`config.mk`:
```
export PLATFORM = sky130hd
export DESIGN_NAME = keychain_ctrl
export DESIGN_NICKNAME = d
export VERILOG_FILES = /design/src/rtl/keychain_ctrl.sv
export SDC_FILE = /design/constraint.sdc
export NUM_CORES = 1
export LEC_CHECK = 0
export ABC_AREA = 1
export CORE_AREA = 5 5 120 122
export DETAILED_ROUTE_END_ITERATION = 16
export DIE_AREA = 0 0 125 127
export GPL_ROUTABILITY_DRIVEN = 1
export PLACE_DENSITY_LB_ADDON = 0.05
export SLEW_MARGIN = 0
export SYNTH_ARGS = -nofsm -noshare
export SYNTH_HDL_FRONTEND = slang
export SYNTH_SLANG_ARGS = --single-unit
```
`constraint.sdc`:
```
create_clock -name clk_in -period 3.1 [get_ports clk_in]
set_input_delay 0.465 -clock clk_in [delete_from_list [all_inputs] [get_ports clk_in]]
set_output_delay 0.465 -clock clk_in [all_outputs]
set_load 0.01 [all_outputs]
```
`src/rtl/keychain_ctrl.sv`:
```
// Byte-level command sequencer between the UART and the keychain cipher core.
// Parses 'K'/'E' frames, loads key/message, runs the core and returns result or status.
`timescale 1ns/1ps
module keychain_ctrl #(
  parameter int KEY_BYTES      = 2,
  parameter int MSG_BYTES      = 1,
  parameter int TIMEOUT_CYCLES = 1_000_000
) (
  input  logic                   clk_in,
  input  logic                   rst_in,
  input  logic [7:0]             rx_data_in,
  input  logic                   rx_valid_in,
  output logic [7:0]             tx_data_out,
  output logic                   tx_valid_out,
  input  logic                   tx_ready_in,
  output logic [8*KEY_BYTES-1:0] key_out,
  output logic                   key_valid_out,
  output logic [8*MSG_BYTES-1:0] msg_out,
  output logic                   start_out,
  input  logic [8*MSG_BYTES-1:0] result_in,
  input  logic                   done_in,
  output logic                   busy_out
);

  localparam int KW        = 8 * KEY_BYTES;
  localparam int MW        = 8 * MSG_BYTES;
  localparam int MAX_BYTES = (KEY_BYTES > MSG_BYTES) ? KEY_BYTES : MSG_BYTES;
  localparam int CNT_W     = $clog2(MAX_BYTES + 1);
  localparam int TMR_W     = $clog2(TIMEOUT_CYCLES + 1);

  localparam logic [7:0] CMD_KEY    = 8'h4B;
  localparam logic [7:0] CMD_ENC    = 8'h45;
  localparam logic [7:0] STATUS_ACK = 8'h06;
  localparam logic [7:0] STATUS_NAK = 8'h15;

  localparam logic [CNT_W-1:0] KEY_LAST = CNT_W'(KEY_BYTES - 1);
  localparam logic [CNT_W-1:0] MSG_LAST = CNT_W'(MSG_BYTES - 1);
  localparam logic [CNT_W-1:0] CNT_ONE  = CNT_W'(1);
  localparam logic [TMR_W-1:0] TMR_LAST = TMR_W'(TIMEOUT_CYCLES - 1);
  localparam logic [TMR_W-1:0] TMR_ONE  = TMR_W'(1);

  typedef enum logic [2:0] {
    IDLE,
    RX_KEY,
    RX_MSG,
    START,
    WAIT_CORE,
    TX_RESULT,
    TX_STATUS
  } state_t;

  state_t            state_reg, state_next;
  logic [CNT_W-1:0]  cnt_reg, cnt_next;
  logic [TMR_W-1:0]  timer_reg, timer_next;
  logic [KW-1:0]     key_shadow_reg, key_shadow_next;
  logic [MW-1:0]     msg_shadow_reg, msg_shadow_next;
  logic [KW-1:0]     key_reg, key_next;
  logic              key_valid_reg, key_valid_next;
  logic [MW-1:0]     msg_reg, msg_next;
  logic              start_reg, start_next;
  logic [7:0]        tx_data_reg, tx_data_next;
  logic              tx_valid_reg, tx_valid_next;
  logic [MW-1:0]     tx_shift_reg, tx_shift_next;
  logic              busy_reg, busy_next;

  logic              tx_fire;
  logic [KW-1:0]     key_shift;
  logic [MW-1:0]     msg_shift;

  // Big-endian shift-in: the oldest byte drifts up to the MS position.
  assign key_shift = KW'({key_shadow_reg, rx_data_in});
  assign msg_shift = MW'({msg_shadow_reg, rx_data_in});
  assign tx_fire   = tx_valid_reg && tx_ready_in;

  always_ff @(posedge clk_in or posedge rst_in) begin
    if (rst_in) begin
      state_reg      <= IDLE;
      cnt_reg        <= '0;
      timer_reg      <= '0;
      key_shadow_reg <= '0;
      msg_shadow_reg <= '0;
      key_reg        <= '0;
      key_valid_reg  <= 1'b0;
      msg_reg        <= '0;
      start_reg      <= 1'b0;
      tx_data_reg    <= '0;
      tx_valid_reg   <= 1'b0;
      tx_shift_reg   <= '0;
      busy_reg       <= 1'b0;
    end else begin
      state_reg      <= state_next;
      cnt_reg        <= cnt_next;
      timer_reg      <= timer_next;
      key_shadow_reg <= key_shadow_next;
      msg_shadow_reg <= msg_shadow_next;
      key_reg        <= key_next;
      key_valid_reg  <= key_valid_next;
      msg_reg        <= msg_next;
      start_reg      <= start_next;
      tx_data_reg    <= tx_data_next;
      tx_valid_reg   <= tx_valid_next;
      tx_shift_reg   <= tx_shift_next;
      busy_reg       <= busy_next;
    end
  end

  always_comb begin
    state_next      = state_reg;
    cnt_next        = cnt_reg;
    timer_next      = timer_reg;
    key_shadow_next = key_shadow_reg;
    msg_shadow_next = msg_shadow_reg;
    key_next        = key_reg;
    key_valid_next  = key_valid_reg;
    msg_next        = msg_reg;
    start_next      = 1'b0;
    tx_data_next    = tx_data_reg;
    tx_valid_next   = tx_valid_reg;
    tx_shift_next   = tx_shift_reg;

    case (state_reg)
      IDLE: begin
        cnt_next   = '0;
        timer_next = '0;
        if (rx_valid_in) begin
          if (rx_data_in == CMD_KEY) begin
            key_shadow_next = '0;
            state_next      = RX_KEY;
          end else if (rx_data_in == CMD_ENC) begin
            msg_shadow_next = '0;
            state_next      = RX_MSG;
          end else begin
            tx_data_next  = STATUS_NAK;
            tx_valid_next = 1'b1;
            state_next    = TX_STATUS;
          end
        end
      end

      RX_KEY: begin
        if (rx_valid_in) begin
          key_shadow_next = key_shift;
          timer_next      = '0;
          if (cnt_reg == KEY_LAST) begin
            key_next       = key_shift;
            key_valid_next = 1'b1;
            tx_data_next   = STATUS_ACK;
            tx_valid_next  = 1'b1;
            state_next     = TX_STATUS;
          end else begin
            cnt_next = cnt_reg + CNT_ONE;
          end
        end else if (timer_reg == TMR_LAST) begin
          tx_data_next  = STATUS_NAK;
          tx_valid_next = 1'b1;
          state_next    = TX_STATUS;
        end else begin
          timer_next = timer_reg + TMR_ONE;
        end
      end

      RX_MSG: begin
        if (rx_valid_in) begin
          msg_shadow_next = msg_shift;
          timer_next      = '0;
          if (cnt_reg == MSG_LAST) begin
            // Without a committed key the message is refused and msg_out kept.
            if (key_valid_reg) begin
              msg_next   = msg_shift;
              start_next = 1'b1;
              state_next = START;
            end else begin
              tx_data_next  = STATUS_NAK;
              tx_valid_next = 1'b1;
              state_next    = TX_STATUS;
            end
          end else begin
            cnt_next = cnt_reg + CNT_ONE;
          end
        end else if (timer_reg == TMR_LAST) begin
          tx_data_next  = STATUS_NAK;
          tx_valid_next = 1'b1;
          state_next    = TX_STATUS;
        end else begin
          timer_next = timer_reg + TMR_ONE;
        end
      end

      START: begin
        state_next = WAIT_CORE;
      end

      WAIT_CORE: begin
        if (done_in) begin
          tx_data_next  = result_in[MW-1 -: 8];
          tx_shift_next = result_in << 8;
          tx_valid_next = 1'b1;
          cnt_next      = '0;
          state_next    = TX_RESULT;
        end
      end

      TX_RESULT: begin
        if (tx_fire) begin
          if (cnt_reg == MSG_LAST) begin
            tx_valid_next = 1'b0;
            state_next    = IDLE;
          end else begin
            tx_data_next  = tx_shift_reg[MW-1 -: 8];
            tx_shift_next = tx_shift_reg << 8;
            cnt_next      = cnt_reg + CNT_ONE;
          end
        end
      end

      TX_STATUS: begin
        if (tx_fire) begin
          tx_valid_next = 1'b0;
          state_next    = IDLE;
        end
      end

      default: begin
        tx_valid_next = 1'b0;
        state_next    = IDLE;
      end
    endcase

    busy_next = (state_next != IDLE);
  end

  assign tx_data_out   = tx_data_reg;
  assign tx_valid_out  = tx_valid_reg;
  assign key_out       = key_reg;
  assign key_valid_out = key_valid_reg;
  assign msg_out       = msg_reg;
  assign start_out     = start_reg;
  assign busy_out      = busy_reg;

endmodule

```
Yosys cells after proc, flatten, opt, wreduce, memory -nomap -nowiden. Index checks and enable logic that the tools add are counted.

RAM bits: 0. Logic and storage cells: 121. Output and inout bits: 36. Memories kept: 0. Bits in registers: 77. Bits in latches: 0. Bits in read-only memories: 0. Input bits: 21.

Eq/ne operators: 26. Bitwise gates (word level): 1. Divide/modulo/power cells: 0. Shift-type cells: 0. Order comparisons: 0. Reduce and logical (&&, ||, !) cells: 17. $mul: 0. Muxes and demuxes: 63. Add/subtract/negate cells: 2.

Operator list (number): $mux W8 (18); $mux W20 (2); $pmux W20 S2 (1); $pmux W8 S5 (1); $mux W3 (13); $pmux W8 S2 (2); $ne A2 B2 Y1 const B (12); $pmux W3 S7 (1); $add A20 B1 Y20 const B (1); $eq A20 B20 Y1 const B (1); $mux W1 (17); $eq A8 B7 Y1 const B (2); $mux W2 (6); $ne A3 B3 Y1 const B (4); $reduce_and A4 Y1 (3); $reduce_and A11 Y1 (1); $pmux W2 S5 (1); $reduce_and A10 Y1 (1); $eq A3 B3 Y1 const B (3); $pmux W1 S7 (1); $eq A3 B2 Y1 const B (2); $reduce_and A6 Y1 (1); $reduce_bool A2 Y1 (3); $reduce_bool A5 Y1 (1); 11 further kinds (11).

Depth between registers and ports, before layout. Gate-level depths: netlist (run 1).

Depth after elaboration: 6. Mapped depth: 11. Depth with buffers taken out: 11.

Worst setup path after synthesis (run 1). OpenSTA, ideal clock, no wires.

Path type: register -> register. Start point: reg timer_reg[0]. End point: reg timer_reg[17]. Cell stages (with the launch flop): 10. Data required time: 2.983 ns. Setup time: 0.117 ns. Arrival time: 1.515 ns. Path slack: 1.468 ns. Cell sequence: dfrtp_1 > ha_1 > inv_1 > nor2_2 > nand3_1 > nand2_2 > nand2_4 > buf_6 > nand3_1 > nand2_1.

Longest elaborated chain between the ends: 4.

RTL lines: from (decl) (RTL line 54) `logic [TMR_W-1:0] timer_reg, timer_next;`; from (signal assigned) (RTL line 93) `timer_reg <= timer_next;`; $add A20 B1 Y20 (RTL line 158, 185); $mux W20 (RTL line 153, 180); $mux W20 (RTL line 163) `if (rx_valid_in) begin`; $pmux W20 S2 (RTL line 121) `case (state_reg)`.

Several ways; a longest one is shown, not always the timed one. The select of a mux whose other input is x is not followed. A chain may end at the register's enable or synchronous reset.

Worst setup path in the final report (run 1).
Start point: reg timer_reg[0]. End point: reg tx_data_reg[1], in the netlist tx_data_out[1].

Longest elaborated chain between the ends: 4.

RTL lines: $eq A20 B20 Y1 (*) (RTL line 153, 180); $mux W8 (*); $mux W8 (on tied branches); $pmux W8 S5 (*); to (signal assigned) (RTL line 100) `tx_data_reg <= tx_data_next;`; to (decl) (RTL line 61) `logic [7:0] tx_data_reg, tx_data_next;`.

Mark *: on every way between the ends. The rest lies on a longest branch, timed or not.

==> results of run 1 <==
-- through the flow --
| step | area [um^2] | util (%) |
|---|---|---|
| detailed placement | 4630 | 35.4 |
| global route | 4960 | 37.9 |
| finish | 4960 | 37.9 |
| floorplan | 3880 | - |
| global placement | 4630 | 35.4 |
| CTS | 4960 | 37.9 |
-- cell usage after synthesis --
| cell | instances | area [um^2] |
|---|---|---|
| sky130_fd_sc_hd__nand2_1 | 172 | 646 |
| sky130_fd_sc_hd__dfrtp_1 | 69 | 1730 |
| sky130_fd_sc_hd__nor2_1 | 58 | 218 |
| sky130_fd_sc_hd__inv_1 | 56 | 210 |
| sky130_fd_sc_hd__o21ai_1 | 40 | 200 |
| sky130_fd_sc_hd__nand3_1 | 33 | 165 |
| sky130_fd_sc_hd__o21ai_0 | 15 | 75.1 |
| sky130_fd_sc_hd__nand4_1 | 14 | 87.6 |
| sky130_fd_sc_hd__a21oi_1 | 11 | 55.1 |
| sky130_fd_sc_hd__buf_2 | 8 | 40.0 |
| sky130_fd_sc_hd__nor3_1 | 8 | 40.0 |
| sky130_fd_sc_hd__o22ai_1 | 8 | 50.1 |
| sky130_fd_sc_hd__inv_2 | 7 | 26.3 |
| sky130_fd_sc_hd__nor2_2 | 7 | 43.8 |
| sky130_fd_sc_hd__nand2_2 | 5 | 31.3 |
| sky130_fd_sc_hd__ha_1 | 3 | 37.5 |
| sky130_fd_sc_hd__nor2_4 | 3 | 33.8 |
| sky130_fd_sc_hd__buf_6 | 2 | 22.5 |
| sky130_fd_sc_hd__clkbuf_1 | 2 | 7.51 |
| sky130_fd_sc_hd__nand2_4 | 2 | 22.5 |
| sky130_fd_sc_hd__xnor2_1 | 2 | 17.5 |
| sky130_fd_sc_hd__xor2_1 | 2 | 17.5 |
| sky130_fd_sc_hd__a21oi_4 | 1 | 16.3 |
| sky130_fd_sc_hd__buf_1 | 1 | 3.75 |
| sky130_fd_sc_hd__inv_4 | 1 | 6.26 |
| sky130_fd_sc_hd__nand3_2 | 1 | 10.0 |
| sky130_fd_sc_hd__nand3_4 | 1 | 17.5 |
| sky130_fd_sc_hd__nor2_8 | 1 | 20.0 |
| sky130_fd_sc_hd__nor3b_1 | 1 | 7.51 |
| sky130_fd_sc_hd__o21ai_2 | 1 | 8.76 |
| sky130_fd_sc_hd__o21bai_1 | 1 | 7.51 |
| sky130_fd_sc_hd__or2_2 | 1 | 6.26 |
-- where the power goes --
group | switching [mW] | internal [mW] | leakage, nW
Clock | 0.399 | 0.724 | 0.158
Sequential | 0.217 | 1.21 | 0.885
Combinational | 1.14 | 0.786 | 1.27
Total | 1.76 | 2.72 | 2.31
-- area by class of cell --
cell class                 count  area (um^2)
clock inverter                 6         86.3
multi-input combinational    391         1830
fill                        1380         8130
tap                          176          220
sequential                    69         1730
inverter                      64          243
clock buffer                  10          239
timing repair buffer          61          611
-- placed cells by master (no fill, tap or decap), types with 4 or more instances in the layout --
master,netlist,routed
sky130_fd_sc_hd__a21oi_1,11,11
sky130_fd_sc_hd__buf_4,0,4
sky130_fd_sc_hd__clkbuf_16,0,9
sky130_fd_sc_hd__clkdlybuf4s50_1,0,56
sky130_fd_sc_hd__dfrtp_1,69,69
sky130_fd_sc_hd__inv_1,56,55
sky130_fd_sc_hd__inv_2,7,8
sky130_fd_sc_hd__nand2_1,172,172
sky130_fd_sc_hd__nand2_2,5,5
sky130_fd_sc_hd__nand3_1,33,33
sky130_fd_sc_hd__nand4_1,14,14
sky130_fd_sc_hd__nor2_1,58,58
sky130_fd_sc_hd__nor2_2,7,7
sky130_fd_sc_hd__nor3_1,8,8
sky130_fd_sc_hd__o21ai_0,15,15
sky130_fd_sc_hd__o21ai_1,40,40
sky130_fd_sc_hd__o22ai_1,8,8
-- per-layer routing --
layer	share of wire, %	vias up	track usage, %
met5	0	-	0
met4	1.1	0	3.70
met3	4.2	11	3.96
met2	46	68	23.6
met1	49	1666	19.9
li1	-	1835	-
-- final timing paths --
check                            endpoint  slack (ps)  depth (start not counted)
setup reg to reg           tx_data_out[1]         880                         10
max in group asynchronous  tx_data_out[5]        1960                          3
setup / recovery           tx_data_out[1]         880                         10
hold reg to reg                msg_out[4]         480                          2
min in group asynchronous      msg_out[7]         500                          2
hold / removal                 msg_out[4]         480                          2
-- worst reg2reg max path, stage by stage (launching register included) --
cell and delay, ps:
sky130_fd_sc_hd__dfrtp_1 510, sky130_fd_sc_hd__ha_1 320, sky130_fd_sc_hd__nand3_1 160, sky130_fd_sc_hd__nor2_1 140, sky130_fd_sc_hd__nand3_1 450, sky130_fd_sc_hd__nand2_1 250, sky130_fd_sc_hd__nand2_1 70, sky130_fd_sc_hd__nand2_1 80
sky130_fd_sc_hd__nand2_1 50, sky130_fd_sc_hd__nand2_1 50, sky130_fd_sc_hd__nand2_1 40
-- cells by family after synthesis --
logic type / Yosys count / synth area share (%)
AO/OA/AOI/OAI: 77 / 10.6
buffers and inverters: 77 / 8.16
flip-flops: 69 / 44.5
AND/OR/NAND/NOR: 307 / 34.8
XOR/XNOR: 4 / 0.904
adder cells (fa/ha/maj): 3 / 0.968
==> results_dict.tcl, run 1 <==
set metrics [dict create \
    route.final.wire_length_um 11200 \
    wl_per_cell_um 14.4 \
    slew-limit-headroom_pct 60.0 \
    number_of_drc_markers_after_the_initial_detailed_route_iteration 234 \
    post-dp-hpwl_um 8270 \
    max_stage_delay_ps 510 \
    synth_area_per_cell_um2 7.22 \
    post-place-cells 761 \
    post_synth_inst_count 537 \
    vdd_ir_drop_max_v 0.000370 \
    synth_area_um2 3880 \
    via_count 3580 \
    floorplan.rows 42 \
    die_x_extent_um 125 \
    cts_hold_repair.buffers 0 \
    initial_standard_cell_utilization_of_the_core_pct 29.6 \
    unrepaired_setup_endpoints_after_global_routing "false" \
    final.setup.worst_slack_ps 882 \
    number_of_antenna_violations_at_the_first_check_in_global_routing 0 \
    timing.critical_path.slowest_stage_cell "sky130_fd_sc_hd__dfrtp_1" \
    worstSetupStartpointType "register" \
    globalplace.congestion 0.881 \
    critical_path.endpoint_type "register" \
    antenna-diode-count 0 \
    final_nets 620 \
    cts_repair_resize_count 0 \
    worst_max_slew_pin_slew_ps 598 \
    die-height_um 127 \
    hold_path_startpoint "msg_out[4]" \
    critPathMostFrequentCell "sky130_fd_sc_hd__nand2_1" \
    firstDrtPassIters 5 \
    number_of_flip_flops_in_the_largest_register 20 \
    syn_nets 561 \
    drv.max_cap_violation_count 0 \
    syn2layout_area_growth_pct 27.9 \
    maxClockFrequency_mhz 451 \
    run_status "completed" \
    synth_warnings 0 \
    post_route_cells_drive_above_1_share_pct 8.82 \
    worstPathCellList "ha_1 -> nand3_1 -> nor2_1 -> nand3_1 -> nand2_1 -> nand2_1 -> nand2_1 -> nand2_1 -> nand2_1 -> nand2_1" \
    drc_errors 0 \
    gr-total-overflow 0 \
    numPortBuffers 56 \
    synth.ff_latch_count 69 \
    setup-tns-final_ps 0 \
    critical-path-top-delay-family "simple AND/OR/NAND/NOR gates" \
    die_area_um2 15900 \
    detail-route-antenna-nets 0 \
    grt_first_pass_wirelength_um 18900 \
    crit_path_start "timer_reg[0]" \
    report.final.hold_viol_count 0 \
    io_pins 57 \
    viasPerCell 4.61 \
    ctsRootBufferMaster "sky130_fd_sc_hd__clkbuf_16" \
    setup_viol 0 \
    crit_type "register to register" \
    std_cell_core_area_um2 13100 \
    number_of_buffers_created_by_cts 9 \
    grt_max_degree 47 \
    cellLeakagePower_nw 2.31 \
    finalClockSkew_ps 3.15 \
    synth_seq_area_share_pct 44.5 \
    vias_in_the_first_global_route 3585 \
    clk-insertion-delay-late_ps 340 \
    clock_tree_from_tritoncts "done" \
    hold_class "register to register" \
    layout.cells.non_filler 777 \
    smallest_hold_slack_ps 482 \
    total_power_mw 4.48 \
    fin_crit_ps 2220 \
    post-route-period-util_pct 71.6 \
    clockBufferDepth 2 \
    critPathArrivalTime_ps 2450 \
    critical_path_required_ps 3330 \
    reg2reg_from "timer_reg[0]" \
    post_cts.repair.setup_buffers 0 \
    htree_num_levels 3 \
    preCtsSetupSlack_ps 776 \
    drv_slew 0 \
    globalRouteTotalUtil_pct 14.7 \
    synthDistinctLibCells 32 \
    critPathBufInv 0 \
    clock-sinks 69 \
    cellPowerDensity_nw_per_um2 902 \
    clk_transition_reported_paths_ps 60 \
    critical_path_peak_fanout 11 \
]
(Power assumes the default switching activity.)
==> inputs of run 2 (changes only) <==
- clock period: 3.1 -> 2.3 ns (I/O delays scaled with it)
==> results_dict.tcl, run 2 (synthesized netlist as in run 1, its figures left out) <==
set metrics [dict create \
    run_status "completed" \
    cts_hold_repair.buffers 0 \
    timing.critical_path.slowest_stage_cell "sky130_fd_sc_hd__dfrtp_1" \
    critical-path-top-delay-family "simple AND/OR/NAND/NOR gates" \
    worstSetupStartpointType "register" \
    reg2reg_from "timer_reg[1]" \
    r2r_cells 8 \
    route.final.wire_length_um 11300 \
    via_count 3614 \
    numPortBuffers 56 \
    seq_area_um2 1730 \
    wl_per_cell_um 14.4 \
    grtUsageMet3_pct 4.59 \
    final_nets 628 \
    netSwitchingPower_mw 2.37 \
    grt_first_pass_wirelength_um 19100 \
    cts_repair_resize_count 0 \
    max_stage_delay_ps 380 \
    std_cell_core_area_um2 13100 \
    worstPathCellList "ha_1 -> inv_1 -> nor2_2 -> nand3_1 -> nand2_2 -> nand2_4 -> nand2_1 -> o21ai_1" \
    layout.cells.most_common "sky130_fd_sc_hd__nand2_1" \
    globalRouteTotalUtil_pct 15.0 \
    regToRegSetupSlack_ps 500 \
    crit_end "timer_reg[14]" \
    setup_viol 0 \
    initial_standard_cell_utilization_of_the_core_pct 29.6 \
    gr-total-overflow 0 \
    viasPerCell 4.61 \
    clock-sinks 69 \
    multi_input_area_um2 1830 \
    number_of_buffers_created_by_cts 9 \
    drv_slew 0 \
    die-height_um 127 \
    setup-tns-final_ps 0 \
    die_x_extent_um 125 \
    critPathArrivalTime_ps 2010 \
    post-dp-hpwl_um 8320 \
    critical_path_depth 8 \
    globalplace.congestion 0.856 \
    drv.max_cap_violation_count 0 \
    critical_path.endpoint_type "register" \
    post_route_cells_drive_above_1_share_pct 9.70 \
    critPathBufInv 1 \
    clk_transition_reported_paths_ps 60 \
    globalRouteMet1Util_pct 20.8 \
    num-fill-cells 1371 \
    drc_errors 0 \
    power.combinational.fraction_pct 43.9 \
    crit_type "register to register" \
    finalClockSkew_ps 6.03 \
    fin_crit_ps 1800 \
    report.final.hold_viol_count 0 \
    detail-route-antenna-nets 0 \
    power.share.sequential_pct 31.6 \
    critical_path_peak_fanout 23 \
    clk-insertion-delay-late_ps 330 \
    number_of_flip_flops_in_the_largest_register 20 \
    worst_max_slew_pin_slew_ps 516 \
    clockBufferDepth 2 \
    unrepaired_setup_endpoints_after_global_routing "false" \
    netSwitchingFraction_pct 38.9 \
    slew-limit-headroom_pct 65.6 \
    floorplan.rows 42 \
    cellPowerDensity_nw_per_um2 1210 \
    reg2reg_to "timer_reg[14]" \
    firstDrtPassIters 4 \
    post-route-period-util_pct 78.2 \
    hold_class "input pin to async pin" \
    clock_tree_from_tritoncts "done" \
    htree_num_levels 3 \
    syn2layout_area_growth_pct 29.2 \
    clock_power_share_pct 24.6 \
    crit_path_start "timer_reg[1]" \
    post_cts.repair.setup_buffers 0 \
    cellLeakagePower_nw 2.34 \
    vdd_ir_drop_max_v 0.000479 \
    critical_path_required_ps 2510 \
    total_power_mw 6.08 \
    ctsRootBufferMaster "sky130_fd_sc_hd__clkbuf_16" \
    grt.busiest_layer "met2" \
    maxClockFrequency_mhz 556 \
    power_report.internal_total_mw 3.71 \
    die_area_um2 15900 \
    antenna-diode-count 0 \
    grtUsageMet2_pct 22.9 \
    mostFrequentLayoutCells "sky130_fd_sc_hd__nand2_1 (172), sky130_fd_sc_hd__dfrtp_1 (69), sky130_fd_sc_hd__nor2_1 (58)" \
    number_of_antenna_violations_at_the_first_check_in_global_routing 0 \
    vias_in_the_first_global_route 3600 \
    io_pins 57 \
    grt_max_degree 70 \
    number_of_drc_markers_after_the_initial_detailed_route_iteration 211 \
]
run 2: through the flow:
stage	hold slack, ps	util [%]	setup WS [ps]	cells	cell area [um^2]
global route	457	38.3	281	784	5010
detailed placement	476	35.9	209	769	4690
CTS	433	38.3	492	784	5010
global placement	470	35.9	257	769	4690
floorplan	459	-	215	537	3880
finish	420	38.3	502	784	5010
run 2: layout make-up:
| cell class | count | area share, % |
|---|---|---|
| clock inverter | 4 | 1.45 |
| sequential | 69 | 34.5 |
| timing repair buffer | 69 | 13.4 |
| tap | 176 | 4.40 |
| inverter | 64 | 4.85 |
| multi-input combinational | 391 | 36.6 |
| clock buffer | 11 | 4.85 |
run 2: worst register-to-register path, stage by stage, from the launching register on:
cell and delay, ps:
sky130_fd_sc_hd__dfrtp_1 380, sky130_fd_sc_hd__ha_1 250, sky130_fd_sc_hd__inv_1 100, sky130_fd_sc_hd__nor2_2 210, sky130_fd_sc_hd__nand3_1 220, sky130_fd_sc_hd__nand2_2 140, sky130_fd_sc_hd__nand2_4 180, sky130_fd_sc_hd__nand2_1 130
sky130_fd_sc_hd__o21ai_1 70
run 2: metal layers:
layer | vias to the layer above | routed length (um)
li1 | 1851 | -
met1 | 1678 | 5590
met2 | 74 | 5080
met3 | 11 | 467
met4 | 0 | 186
met5 | - | 0
run 2: power groups by stage:
stage                     sequential [mW]  combinational (mW)  clock, mW
final                                1.92                2.67       1.49
after global routing                 1.98                3.02       1.59
after CTS                            1.93                2.72       1.54
after detailed placement             1.95                2.71          0
after global placement               1.94                2.72          0
after floorplan                      1.99                1.54          0
run 2: worst min path at each step:
stage / endpoint / cells past startpoint / slack (ps)
after CTS: msg_out[3] / 3 / 430
after detailed placement: msg_out[6] / 2 / 480
final: msg_out[3] / 3 / 420
after floorplan: cnt_reg[1] / 2 / 460
after global routing: msg_out[3] / 3 / 460
after global placement: msg_out[1] / 2 / 470
